<file path="src/rtl/lsu_mem_port.sv">
// Load/store unit bridging the RV32I execute stage to a grant/rvalid data-memory port.
// One access in flight; byte-lane steering on stores, lane extraction plus extension on loads.

package lsu_pkg;
   typedef enum logic [3:0] {
      L_B  = 4'd0,
      L_BU = 4'd1,
      L_H  = 4'd2,
      L_HU = 4'd3,
      L_W  = 4'd4,
      S_B  = 4'd5,
      S_H  = 4'd6,
      S_W  = 4'd7
   } load_store_type_e;
endpackage

module lsu_mem_port
   import lsu_pkg::*;
#(
   parameter int XLEN        = 32,
   parameter int ADDR_W      = 32,
   parameter int TIMEOUT_CYC = 16
) (
   input  logic                 clk_i,
   input  logic                 rst_i,
   input  logic                 req_valid_i,
   output logic                 req_ready_o,
   input  load_store_type_e     req_type_i,
   input  logic [ADDR_W-1:0]    req_addr_i,
   input  logic [XLEN-1:0]      req_wdata_i,
   output logic                 rsp_valid_o,
   output logic [XLEN-1:0]      rsp_rdata_o,
   output logic                 rsp_err_o,
   output logic                 mem_req_o,
   output logic                 mem_we_o,
   output logic [ADDR_W-1:0]    mem_addr_o,
   output logic [XLEN-1:0]      mem_wdata_o,
   output logic [XLEN/8-1:0]    mem_strb_o,
   input  logic                 mem_gnt_i,
   input  logic                 mem_rvalid_i,
   input  logic [XLEN-1:0]      mem_rdata_i,
   input  logic                 mem_err_i
);

   localparam int STRB_W = XLEN / 8;
   localparam int OFF_W  = $clog2(STRB_W);
   localparam int CNT_W  = $clog2(TIMEOUT_CYC + 1);

   typedef enum logic [1:0] {IDLE, REQ, WAIT, RESP} state_e;

   state_e                state_q, state_d;
   load_store_type_e      type_q, type_d;
   logic [ADDR_W-1:0]     addr_q, addr_d;
   logic [XLEN-1:0]       wdata_q, wdata_d;
   logic [XLEN-1:0]       rdata_q, rdata_d;
   logic                  err_q, err_d;
   logic [CNT_W-1:0]      cnt_q, cnt_d;

   logic                  reqMisaligned;
   logic                  isStore;
   logic [OFF_W-1:0]      laneOff;
   logic [OFF_W+2:0]      laneShamt;
   logic [STRB_W-1:0]     laneStrb;
   logic [XLEN-1:0]       byteMask;
   logic [31:0]           laneRdata;
   logic [XLEN-1:0]       loadExt;
   logic                  timeoutHit;

   // Alignment is judged on the raw request; unknown encodings are refused the same way.
   always_comb begin
      reqMisaligned = 1'b1;
      case (req_type_i)
         L_B, L_BU, S_B: reqMisaligned = 1'b0;
         L_H, L_HU, S_H: reqMisaligned = req_addr_i[0];
         L_W, S_W:       reqMisaligned = |req_addr_i[1:0];
         default:        reqMisaligned = 1'b1;
      endcase
   end

   assign isStore   = (type_q == S_B) || (type_q == S_H) || (type_q == S_W);
   assign laneOff   = addr_q[OFF_W-1:0];
   assign laneShamt = {laneOff, 3'b000};

   always_comb begin
      laneStrb = '0;
      case (type_q)
         S_B:     laneStrb = STRB_W'(1)     << laneOff;
         S_H:     laneStrb = STRB_W'(3)     << laneOff;
         S_W:     laneStrb = STRB_W'(4'hF)  << laneOff;
         default: laneStrb = '0;
      endcase
   end

   always_comb begin
      byteMask = '0;
      for (int b = 0; b < STRB_W; b++) begin
         byteMask[8*b +: 8] = {8{laneStrb[b]}};
      end
   end

   // Shifting the read word down puts the addressed lane at bit 0 for every access size.
   assign laneRdata = 32'(mem_rdata_i >> laneShamt);

   always_comb begin
      loadExt = '0;
      case (type_q)
         L_B:     loadExt = XLEN'(signed'(laneRdata[7:0]));
         L_BU:    loadExt = XLEN'(laneRdata[7:0]);
         L_H:     loadExt = XLEN'(signed'(laneRdata[15:0]));
         L_HU:    loadExt = XLEN'(laneRdata[15:0]);
         L_W:     loadExt = XLEN'(signed'(laneRdata[31:0]));
         default: loadExt = '0;
      endcase
   end

   assign timeoutHit = (cnt_q == CNT_W'(TIMEOUT_CYC - 1));

   always_ff @(posedge clk_i) begin
      if (rst_i) begin
         state_q <= IDLE;
         type_q  <= L_B;
         addr_q  <= '0;
         wdata_q <= '0;
         rdata_q <= '0;
         err_q   <= 1'b0;
         cnt_q   <= '0;
      end else begin
         state_q <= state_d;
         type_q  <= type_d;
         addr_q  <= addr_d;
         wdata_q <= wdata_d;
         rdata_q <= rdata_d;
         err_q   <= err_d;
         cnt_q   <= cnt_d;
      end
   end

   // The timeout check sits on the last permitted cycle so mem_req_o never outlives the budget.
   always_comb begin
      state_d = state_q;
      type_d  = type_q;
      addr_d  = addr_q;
      wdata_d = wdata_q;
      rdata_d = rdata_q;
      err_d   = err_q;
      cnt_d   = cnt_q;
      case (state_q)
         IDLE: begin
            if (req_valid_i) begin
               type_d  = req_type_i;
               addr_d  = req_addr_i;
               wdata_d = req_wdata_i;
               rdata_d = '0;
               cnt_d   = '0;
               err_d   = reqMisaligned;
               state_d = reqMisaligned ? RESP : REQ;
            end
         end
         REQ: begin
            if (mem_gnt_i) begin
               cnt_d = '0;
               if (mem_rvalid_i) begin
                  err_d   = mem_err_i;
                  rdata_d = (mem_err_i || isStore) ? '0 : loadExt;
                  state_d = RESP;
               end else begin
                  state_d = WAIT;
               end
            end else if (timeoutHit) begin
               err_d   = 1'b1;
               rdata_d = '0;
               state_d = RESP;
            end else begin
               cnt_d = cnt_q + CNT_W'(1);
            end
         end
         WAIT: begin
            if (mem_rvalid_i) begin
               err_d   = mem_err_i;
               rdata_d = (mem_err_i || isStore) ? '0 : loadExt;
               state_d = RESP;
            end else if (timeoutHit) begin
               err_d   = 1'b1;
               rdata_d = '0;
               state_d = RESP;
            end else begin
               cnt_d = cnt_q + CNT_W'(1);
            end
         end
         RESP: begin
            state_d = IDLE;
         end
         default: begin
            state_d = IDLE;
         end
      endcase
   end

   assign req_ready_o = (state_q == IDLE);
   assign rsp_valid_o = (state_q == RESP);
   assign rsp_rdata_o = (state_q == RESP) ? rdata_q : '0;
   assign rsp_err_o   = (state_q == RESP) && err_q;

   assign mem_req_o   = (state_q == REQ);
   assign mem_we_o    = (state_q == REQ) && isStore;
   assign mem_addr_o  = (state_q == REQ) ? {addr_q[ADDR_W-1:OFF_W], OFF_W'(0)} : '0;
   assign mem_strb_o  = (state_q == REQ) ? laneStrb : '0;
   assign mem_wdata_o = (state_q == REQ) ? ((wdata_q << laneShamt) & byteMask) : '0;

endmodule
</file>
<file path="config.mk">
export PLATFORM = sky130hd
export DESIGN_NAME = lsu_mem_port
export DESIGN_NICKNAME = d
export VERILOG_FILES = /design/src/rtl/lsu_mem_port.sv
export SDC_FILE = /design/constraint.sdc
export NUM_CORES = 1
export LEC_CHECK = 0
export CAP_MARGIN = 20
export CORE_MARGIN = 2
export CORE_UTILIZATION = 45
export CTS_BUF_LIST = sky130_fd_sc_hd__clkbuf_8
export CTS_CLUSTER_SIZE = 30
export DETAILED_ROUTE_END_ITERATION = 7
export PLACE_DENSITY = 0.78
export SLEW_MARGIN = 20
export SYNTH_ARGS = -nofsm -noshare
export SYNTH_HDL_FRONTEND = slang
export SYNTH_SLANG_ARGS = --single-unit
</file>
<file path="constraint.sdc">
create_clock -name clk_i -period 2.4 [get_ports clk_i]
set_clock_uncertainty 0.1 [all_clocks]
set_input_delay 0.36 -clock clk_i [delete_from_list [all_inputs] [get_ports clk_i]]
set_output_delay 0.36 -clock clk_i [all_outputs]
set_load 0.02 [all_outputs]
</file>
# == Word-level counts from Yosys, hierarchy flattened ==
# Index checks and enable logic that the tools add are counted.
# classes
add_sub_neg,1
n_eq_ne,21
shifts,5
muxes,32
n_bitwise,1
reduce_logical,16
# ops
op,n
$mux W32,9
$pmux W32 S5,1
$pmux W32 S3,1
$and A32 B32 Y32,1
$eq A4 B3 Y1 const B,8
$shl A32 B5 Y32,1
$shr A32 B5 Y32,1
$mux W5,4
$eq A4 B2 Y1 const B,4
$pmux W5 S3,1
$pmux W4 S3,1
$mux W2,5
$eq A4 B1 Y1 const B,2
$logic_not A4 Y1,2
$pmux W2 S4,1
$mux W1,6
$pmux W1 S3,2
$reduce_and A3 Y1,2
$reduce_or A3 Y1,2
$add A5 B1 Y5 const B,1
$eq A5 B4 Y1 const B,1
$eq A2 B2 Y1 const B,2
$mux W4,1
$ne A2 B2 Y1 const B,2
other kinds (11),15
# word_totals
reg_bits,108
input_bits,106
out_inout_bits,105
elab_cells,83

# == Depth between registers and ports, before layout ==
# Gate-level depths: netlist (run 1).
# logic_depth
depth_word,8
mapped_depth,10
ltp_nobuf,7

# == Worst setup path after synthesis (run 1) ==
# No wires, ideal clock.
# synth_path
kind,reg2out
from,register state_q[1]
to,output mem_wdata_o[0]
t_arrival_ns,2.156
required_time_ns,1.940
slack_ns,-0.216
stages_incl_launch_ff,7
path_buffers,1
path_cell_list,dfxtp_1 -> inv_1 -> ha_1 -> clkbuf_1 -> nand3_1 -> nor3_1 -> and2_1
# synth_between
elab_chain_cells,2
# synth_rtl
element,line,text
start: declaration,51,"state_e state_q, state_d;"
start signal: assignment,128,state_q <= state_d;
$eq A2 B1 Y1,-,
net mem_req_o,34,"output logic mem_req_o,"
$mux W32,208,assign mem_wdata_o = (state_q == REQ) ? ((wdata_q << laneShamt) & byteMask) : '0;
end: declaration,37,"output logic [XLEN-1:0] mem_wdata_o,"
# The timed path passes the listed nets, and every way through them passes these cells.

# == Final worst setup path (run 1) ==
# layout_path
from,register state_q[1]
to,output mem_wdata_o[1]
# layout_between
elab_chain_cells,2
# layout_rtl
element,line
$eq A2 B1 Y1,208
$mux W32,208
# Every way passes these cells.

==> qor.txt, run 1 <==
Die X: 119 um
Share of cells above drive strength 1: 0.133
Total Routing Usage GR: 0.264
Final Power: 0.00681 W
Endpoint class of the critical path: output port
Fin. max-slew vios: 0
TNS Setup: 0 ns
Placer Congestion: 0.888
Worst EP arrival: 1.90 ns
Cell chain of the critical path: inv_2 -> ha_2 -> nand3_4 -> buf_6 -> nor3_4 -> buf_6 -> buf_4 -> and2_1 -> buf_4
Register clock-pin slew on the reported worst setup and hold paths: 0.11 ns
Critical Path RT: 1.94 ns
Routed vias: 6492
Worst-Skew Late Latency: 0.39 ns
Worst VDD drop: 450 uV
Slowest-stage cell, CP: dfxtp_2
Pin count of the biggest net entering global routing: 69
Die span in y: 119 um
First-pass GRT wire length: 30.5 mm
Via density: 5.47
CP max stage delay: 0.34 ns
WHS: 0.298 ns
Unique masters post-synth: 52
Drt wl/cell: 16.0 um
Status: finished clean
Initial antenna violation count: 0
Num CTS Buffers: 9
Cell Rows: 42
Synth Instances: 796
Starting DRT DRC Count: 555
Final Critical Period: 2.36 ns
Synthesized area per cell: 7.53 um^2
RSZ-0062 raised after global routing: yes
Setup violators final: 0
Hold Startpoint: rst_i
Number of global-route vias before repair: 6164
I/O pin count: 211
Netlist Area Pre-Place: 5990 um^2
Most common cell after layout, fill and taps aside: nand2_1
Final Cycle Share: 0.981
Critical path class: flop to output port
Commonest cells after routing, fill and taps aside: nand2_1, a21oi_1, clkdlybuf4s50_1
Clock root buffer: clkbuf_8
RR Startpoint: state_q[1]
Setup crit start kind: flop
Worst setup margin: 0.0445 ns
WL final: 19.0 mm
CTS tree: done
Layout Nets: 1117
Area grow syn2layout: 44.4%
# DRC: 0
Fin. Hold Viols: 0
Core area: 13100 um^2
Worst Path Max Fanout: 3
Async SR Flop Fraction: 0
Flops & latches, synth: 108
Maxcap violations: 0
# port buffers: 208
Leak: 3.69 nW
Post-synth EDFFs: 0
YS warnings: 0
Antenna cells: 0
CP startpoint: state_q[1]
Initial core utilization: 0.456
Register area share after synthesis: 0.361
CTS max path bufs: 2
Pre-CTS setup slack: -0.0282 ns
Die area: 14300 um^2
Overflow after GRT: 0
Fmax achieved: 425 MHz
ANT nets after route: 0
Max H-tree Level: 3
Synth Flop Type: dfxtp_1
Clock sink total: 108
DP Wirelength: 13.7 mm
Cell area power density: 787 nW/um^2
Worst Hold Class: input port to flop
Detailed Routing Iterations Pass 1: 6
-- critical path, delay by kind of cell (launching register included) --
family	cells	cell delay (ns)
flops	1	0.34
fa+ha+maj	1	0.21
buf+inv	5	0.56
simple gates	3	0.39
-- state kept, by name, summed over array words and instances (netlist names) --
signal,flops
rdata_q,32
wdata_q,32
state_q,2
cnt_q,5
err_q,1
type_q,4
addr_q,32
-- path summary, 6_finish.rpt --
| kind | end | slack, ns | depth (start not counted) |
|---|---|---|---|
| setup reg to reg | rdata_q[2] | 0.15 | 8 |
| setup / recovery | mem_wdata_o[1] | 0.04 | 9 |
| hold / removal | rdata_q[7] | 0.30 | 2 |
| hold reg to reg | addr_q[10] | 0.36 | 2 |
-- through the flow --
step	utilization	cell area (um^2)	cells
CTS	0.657	8630	1186
finish	0.659	8660	1187
global route	0.659	8660	1187
global placement	0.652	8570	1169
floorplan	-	6000	797
detailed placement	0.652	8570	1169
-- routing by layer --
| metal | vias up | wire [um] | part of all wire | global-route usage |
|---|---|---|---|---|
| li1 | 3175 | - | - | - |
| met1 | 2962 | 7880 | 0.41 | 0.327 |
| met2 | 293 | 8590 | 0.45 | 0.423 |
| met3 | 62 | 1790 | 0.094 | 0.0766 |
| met4 | 0 | 750 | 0.039 | 0.121 |
| met5 | - | 0 | 0 | 0 |
-- logic make-up (layout without fill, tap and decap cells) --
kind of cell    Yosys count  count (layout)  synth area share
simple gates            331             332             0.263
compound gates          239             239             0.248
flops                   108             108             0.361
buf+inv                  74             287            0.0522
mux                      36              36            0.0624
fa+ha+maj                 5               5            0.0104
xor+xnor                  2               2           0.00292
other cells               1               2          0.000626
-- layout make-up --
class	count	area, um^2
Clock buffer	9	124
Clock inverter	7	62.6
Fill cell	1165	4480
Inverter	9	33.8
Multi-Input combinational cell	616	3590
Sequential cell	108	2170
Tap cell	176	220
Timing Repair Buffer	262	2460
-- synthesized netlist by cell type (all sizes together) (9+ instances only) --
| cell | number | area, um^2 |
|---|---|---|
| a211oi | 41 | 318 |
| a21oi | 122 | 611 |
| a22oi | 11 | 82.6 |
| and2 | 72 | 450 |
| buf | 21 | 114 |
| clkbuf | 44 | 165 |
| dfxtp | 108 | 2160 |
| inv | 9 | 33.8 |
| mux2i | 34 | 340 |
| nand2 | 154 | 578 |
| nor2 | 45 | 176 |
| nor2b | 22 | 138 |
| nor3 | 13 | 70.1 |
| o21ai | 31 | 155 |
-- what timing repair did --
item                       in CTS  in global routing
pin swaps                       0                  2
gates resized for setup       187                 58
setup buffers                   1                  0
setup endpoints to repair      95                 45
hold buffers                    0                  0
gates cloned                    0                  1
-- where the power goes --
group,switching (W),leakage [nW],total [W],internal [W]
Combinational,0.00206,2.71,0.00351,0.00145
Clock,0.000700,0.0931,0.00110,0.000402
Sequential,0.000160,0.882,0.00220,0.00204
Note: power is estimated with default switching activity, not from simulation.
==> run 2: changes to the inputs <==
- CORE_UTILIZATION: 45 -> 47
- PLACE_DENSITY: 0.78 -> 0.81
==> run 2 against run 1 <==
  * Routed wire length down 1.5%
  * Flip-flop and latch count unchanged
  * Hold slack better by 0.055 ns
  * Critical path depth down 2
  * Register-to-register slack worse by 0.02 ns
  * Fmax up 1.0%
  * Die area down 4.1%
  * Via count about the same
==> qor.txt, run 2 (synthesis gave the netlist of run 1 again) <==
Commonest cells after routing, fill and taps aside: nand2_1, a21oi_1, dfxtp_1, clkdlybuf4s50_1, and2_1
Initial antenna violation count: 0
Clock root buffer: clkbuf_8
Maxcap violations: 0
Flop pwr share: 0.333
Setup crit start kind: flop
Worst Hold Class: flop to flop
CTS tree: done
Die area: 13700 um^2
Net Switching: 0.00281 W
Overflow after GRT: 0
Slew @ Worst Pin: 0.595 ns
Gate power share: 0.512
Worst EP arrival: 1.87 ns
Area occupied by multi-input gates: 3570 um^2
Cell area power density: 778 nW/um^2
Worst-Skew Late Latency: 0.37 ns
Layout Nets: 1110
Register area: 2170 um^2
CTS hold repair buffers: 0
Core area: 12500 um^2
Endpoint class of the critical path: output port
Initial core utilization: 0.479
Num CTS Buffers: 9
Status: finished clean
Critical path class: flop to output port
Die span in y: 117 um
Starting DRT DRC Count: 597
Final Cycle Share: 0.972
RR Startpoint: state_q[1]
First-pass GRT wire length: 29.5 mm
CP endpoint: mem_wdata_o[12]
Worst Path Max Fanout: 9
CP startpoint: state_q[1]
Total Routing Usage GR: 0.272
Drt wl/cell: 15.9 um
Number of global-route vias before repair: 5835
Fin. max-slew vios: 0
Setup violators final: 0
Fin util: 0.677
I/O pin count: 211
Register clock-pin slew on the reported worst setup and hold paths: 0.11 ns
Most common cell after layout, fill and taps aside: nand2_1
Clock network power share: 0.155
Critical Path RT: 1.94 ns
Final Critical Period: 2.33 ns
Clock sink total: 108
Cell Rows: 41
Reg2reg path depth: 10
RSZ-0062 raised after global routing: no
ANT nets after route: 0
Finished Layout Cells: 1175
Dpl cells: 1160
Pin count of the biggest net entering global routing: 69
Area grow syn2layout: 41.3%
Detailed Routing Iterations Pass 1: 5
TNS Setup: 0 ns
Top flop regs: addr_q (32), rdata_q (32), wdata_q (32)
Fin. Hold Viols: 0
Via density: 5.52
Max H-tree Level: 3
Share of cells above drive strength 1: 0.122
# DRC: 0
# port buffers: 208
DP Wirelength: 13.4 mm
Filler cell count: 1119
Int Power: 0.00378 W
Die X: 117 um
Relative slew slack: 0.602
Worst VDD drop: 571 uV
Leak: 3.51 nW
Sw Ratio: 0.426
Placed cell areas: 8500 um^2
Routed vias: 6488
Fmax achieved: 429 MHz
R2r setup slk: 0.13 ns
CTS max path bufs: 2
Hold Path Cell Cnt: 2
Placer Congestion: 0.916
WL final: 18.7 mm
Crit Reg-Reg Endpoint: rdata_q[27]
Antenna cells: 0
Post-route cell area: 8470 um^2
==> run 2: cell count changes in the layout (fill, tap and decap cells not counted), moves of 2 or more <==
| cell | previous run | this run |
|---|---|---|
| clkbuf_2 | 3 | 15 |
| inv_6 | 4 | 1 |
| inv_1 | 8 | 10 |
| dlygate4sd2_1 | 49 | 65 |
| buf_12 | 11 | 9 |
| a211oi_2 | 4 | 6 |
| buf_6 | 7 | 1 |
| dlymetal6s2s_1 | 12 | 3 |
| buf_2 | 26 | 17 |
| a211oi_1 | 37 | 35 |
| clkdlybuf4s15_1 | 7 | 0 |
==> run 2: layout make-up <==
class	count	share of cell area
clock inverters	6	0.00502
inverters	9	0.00399
repair buffers	256	0.274
clock buffers	9	0.0146
multi-input cells	615	0.422
flip-flops and latches	108	0.256
well taps	172	0.0254
==> run 2: critical path, stage by stage, from the launching register on <==
cell and delay (ns):
dfxtp_1 0.32, inv_1 0.07, ha_1 0.17, nand3_1 0.10, or3_1 0.39, buf_6 0.16
nor2_1 0.11, buf_2 0.17
==> run 2: worst min path at each step <==
stage / from / end
after global placement: addr_q[13] / addr_q[13]
after global routing: addr_q[8] / addr_q[8]
after CTS: addr_q[18] / addr_q[18]
final: addr_q[31] / addr_q[31]
after detailed placement: addr_q[18] / addr_q[18]
after floorplan: addr_q[10] / addr_q[10]
==> run 2: per-stage QoR <==
stage,power (W),hold WS [ns],worst slack (ns)
2_1_floorplan,0.00435,0.332,-0.0232
3_3_place_gp,0.00553,0.337,-0.00228
3_5_place_dp,0.00558,0.342,-0.102
4_1_cts,0.00657,0.355,-0.00422
5_1_grt,0.00705,0.373,0.00237
6_report,0.00659,0.353,0.0684
==> run 2: layer usage <==
layer / track usage / share of wire
met5: 0 / 0
met4: 0.114 / 0.031
met3: 0.0865 / 0.10
met2: 0.424 / 0.46
met1: 0.350 / 0.41
==> run 2: timing repair <==
action | CTS | global route
pin swaps | 0 | 1
setup buffers | 0 | 0
resized for setup | 157 | 54
endpoints found under the setup margin | 105 | 51
==> run 2: power groups by stage <==
| stage | Clock (W) | Sequential [W] | Combinational, W |
|---|---|---|---|
| 3_3_place_gp | 0 | 0.00223 | 0.00330 |
| 5_1_grt | 0.00111 | 0.00223 | 0.00372 |
| 2_1_floorplan | 0 | 0.00220 | 0.00215 |
| 4_1_cts | 0.00104 | 0.00220 | 0.00334 |
| 3_5_place_dp | 0 | 0.00224 | 0.00334 |
| 6_report | 0.00102 | 0.00220 | 0.00337 |
==> run 3: changes to the inputs <==
- CELL_PAD_IN_SITES_DETAIL_PLACEMENT: default -> 1
- CELL_PAD_IN_SITES_GLOBAL_PLACEMENT: default -> 1
- CORE_ASPECT_RATIO: default -> 0.75
- CORE_UTILIZATION: 47 -> 33
==> run 3 against run 2 <==
  * Utilization decreased by 17 points
  * Critical endpoint is now mem_wdata_o[15]
  * Highest routed layer unchanged
  * The run now ends with negative setup slack left
  * Register-to-register slack about the same
  * Global-route usage decreased by 3.7 points
==> qor.txt, run 3 (synthesis gave the netlist of run 1 again) <==
Status: finished, violations left
Failing checks: negative setup slack
Setup crit start kind: flop
CTS tree: done
Initial core utilization: 0.338
Die area: 19300 um^2
Placer Congestion: 0.818
Worst EP arrival: 1.97 ns
Die span in y: 121 um
Antenna cells: 0
Maxcap violations: 0
Setup violators final: 8
Crit Reg-Reg Endpoint: rdata_q[29]
RSZ-0062 raised after global routing: yes
First-pass GRT wire length: 36.0 mm
Initial antenna violation count: 1
Core area: 17700 um^2
Overflow after GRT: 0
Critical Path RT: 1.94 ns
Fmax achieved: 411 MHz
Placed cell areas: 8650 um^2
Total Routing Usage GR: 0.236
Pre-CTS setup slack: -0.0798 ns
Routed vias: 6547
Worst Hold Class: input port to flop
Worst-Skew Late Latency: 0.40 ns
Post-route cell area: 9010 um^2
Hold Crit Endpoint: rdata_q[7]
Slew @ Worst Pin: 0.604 ns
Gate power share: 0.513
Final Cycle Share: 1.01
Worst Path Max Fanout: 9
# DRC: 0
Fin. max-slew vios: 0
Worst setup margin: -0.0344 ns
Flop pwr share: 0.310
Layout Nets: 1128
RR Startpoint: state_q[0]
Die X: 160 um
Endpoint class of the critical path: output port
Final Critical Period: 2.43 ns
Num CTS Buffers: 9
WL final: 23.3 mm
Most common cell after layout, fill and taps aside: nand2_1
Drt wl/cell: 18.4 um
CTS max path bufs: 2
ANT nets after route: 0
Fin. Hold Viols: 0
Max H-tree Level: 3
I/O pin count: 211
Area grow syn2layout: 50.3%
Register clock-pin slew on the reported worst setup and hold paths: 0.12 ns
Worst VDD drop: 461 uV
R2r setup slk: 0.14 ns
Sw Ratio: 0.436
Relative slew slack: 0.597
Cell Rows: 42
Reg2reg path depth: 9
Share of cells above drive strength 1: 0.168
Clock sink total: 108
Starting DRT DRC Count: 310
Commonest cells after routing, fill and taps aside: nand2_1, a21oi_1, clkdlybuf4s50_1
Cell area power density: 799 nW/um^2
Detailed Routing Iterations Pass 1: 4
Hold Path Cell Cnt: 2
Clock root buffer: clkbuf_8
CTS hold repair buffers: 0
Net Switching: 0.00313 W
Int Power: 0.00406 W
Top flop regs: addr_q (32), rdata_q (32), wdata_q (32)
Pin count of the biggest net entering global routing: 48
Leak: 3.62 nW
Critical path class: flop to output port
DP Wirelength: 16.7 mm
Hold Startpoint: rst_i
# port buffers: 208
Number of global-route vias before repair: 6645
Clock network power share: 0.177
Via density: 5.18
==> run 3: timing repair <==
action                                  in CTS  in global routing
gates cloned                                 2                  2
gates resized for setup                    226                 95
setup buffers                                1                  9
pin swaps                                    0                 10
endpoints found under the setup margin     101                 93
==> run 3: layout make-up <==
cell class,count,area (um^2)
repair buffers,273,2610
clock buffers,9,124
fillers,2176,8700
inverters,9,37.5
well taps,242,303
clock inverters,7,108
flip-flops and latches,108,2170
multi-input cells,616,3660
==> run 3: worst max path at each step <==
stage | slack, ns | end | startpoint | cells past startpoint
detailed placement | -0.08 | mem_wdata_o[20] | state_q[1] | 8
global placement | 0.02 | mem_wdata_o[12] | type_q[3] | 6
floorplan | -0.02 | mem_wdata_o[24] | addr_q[1] | 6
CTS | -0.04 | mem_wdata_o[5] | type_q[3] | 8
global route | -0.13 | mem_wdata_o[5] | type_q[3] | 8
finish | -0.03 | mem_wdata_o[15] | type_q[3] | 7
==> run 3: critical path, cell delays in order (launching register included) <==
cell,delay (ns)
dfxtp_2,0.34
and2b_2,0.25
nand3_2,0.09
buf_4,0.14
or3_4,0.33
buf_8,0.16
nor2_2,0.13
buf_6,0.13
==> run 3: per-layer routing <==
metal,vias to the layer above,track usage,part of all wire
met5,-,0,0
met2,199,0.371,0.45
met3,15,0.0813,0.083
met1,3129,0.316,0.46
met4,0,0.0438,0.0079
li1,3204,-,-
==> run 3: power groups by stage <==
| stage | logic [W] | clock network, W | registers [W] |
|---|---|---|---|
| after floorplan | 0.00215 | 0 | 0.00220 |
| after global placement | 0.00347 | 0 | 0.00223 |
| after detailed placement | 0.00356 | 0 | 0.00225 |
| after CTS | 0.00360 | 0.00131 | 0.00222 |
| after global routing | 0.00406 | 0.00140 | 0.00226 |
| final | 0.00369 | 0.00127 | 0.00223 |
==> run 3: metrics by stage <==
| step | hold WS (ns) | util | cells | TNS, ns | power, W |
|---|---|---|---|---|---|
| 6_report | 0.352 | 0.509 | 1264 | -0.173 | 0.00719 |
| 5_1_grt | 0.346 | 0.509 | 1264 | -1.63 | 0.00772 |
| 4_1_cts | 0.334 | 0.496 | 1254 | -0.0787 | 0.00713 |
| 3_5_place_dp | 0.345 | 0.488 | 1235 | -0.713 | 0.00581 |
| 3_3_place_gp | 0.338 | 0.488 | 1235 | 0 | 0.00571 |
| 2_1_floorplan | 0.332 | - | 797 | -0.301 | 0.00435 |
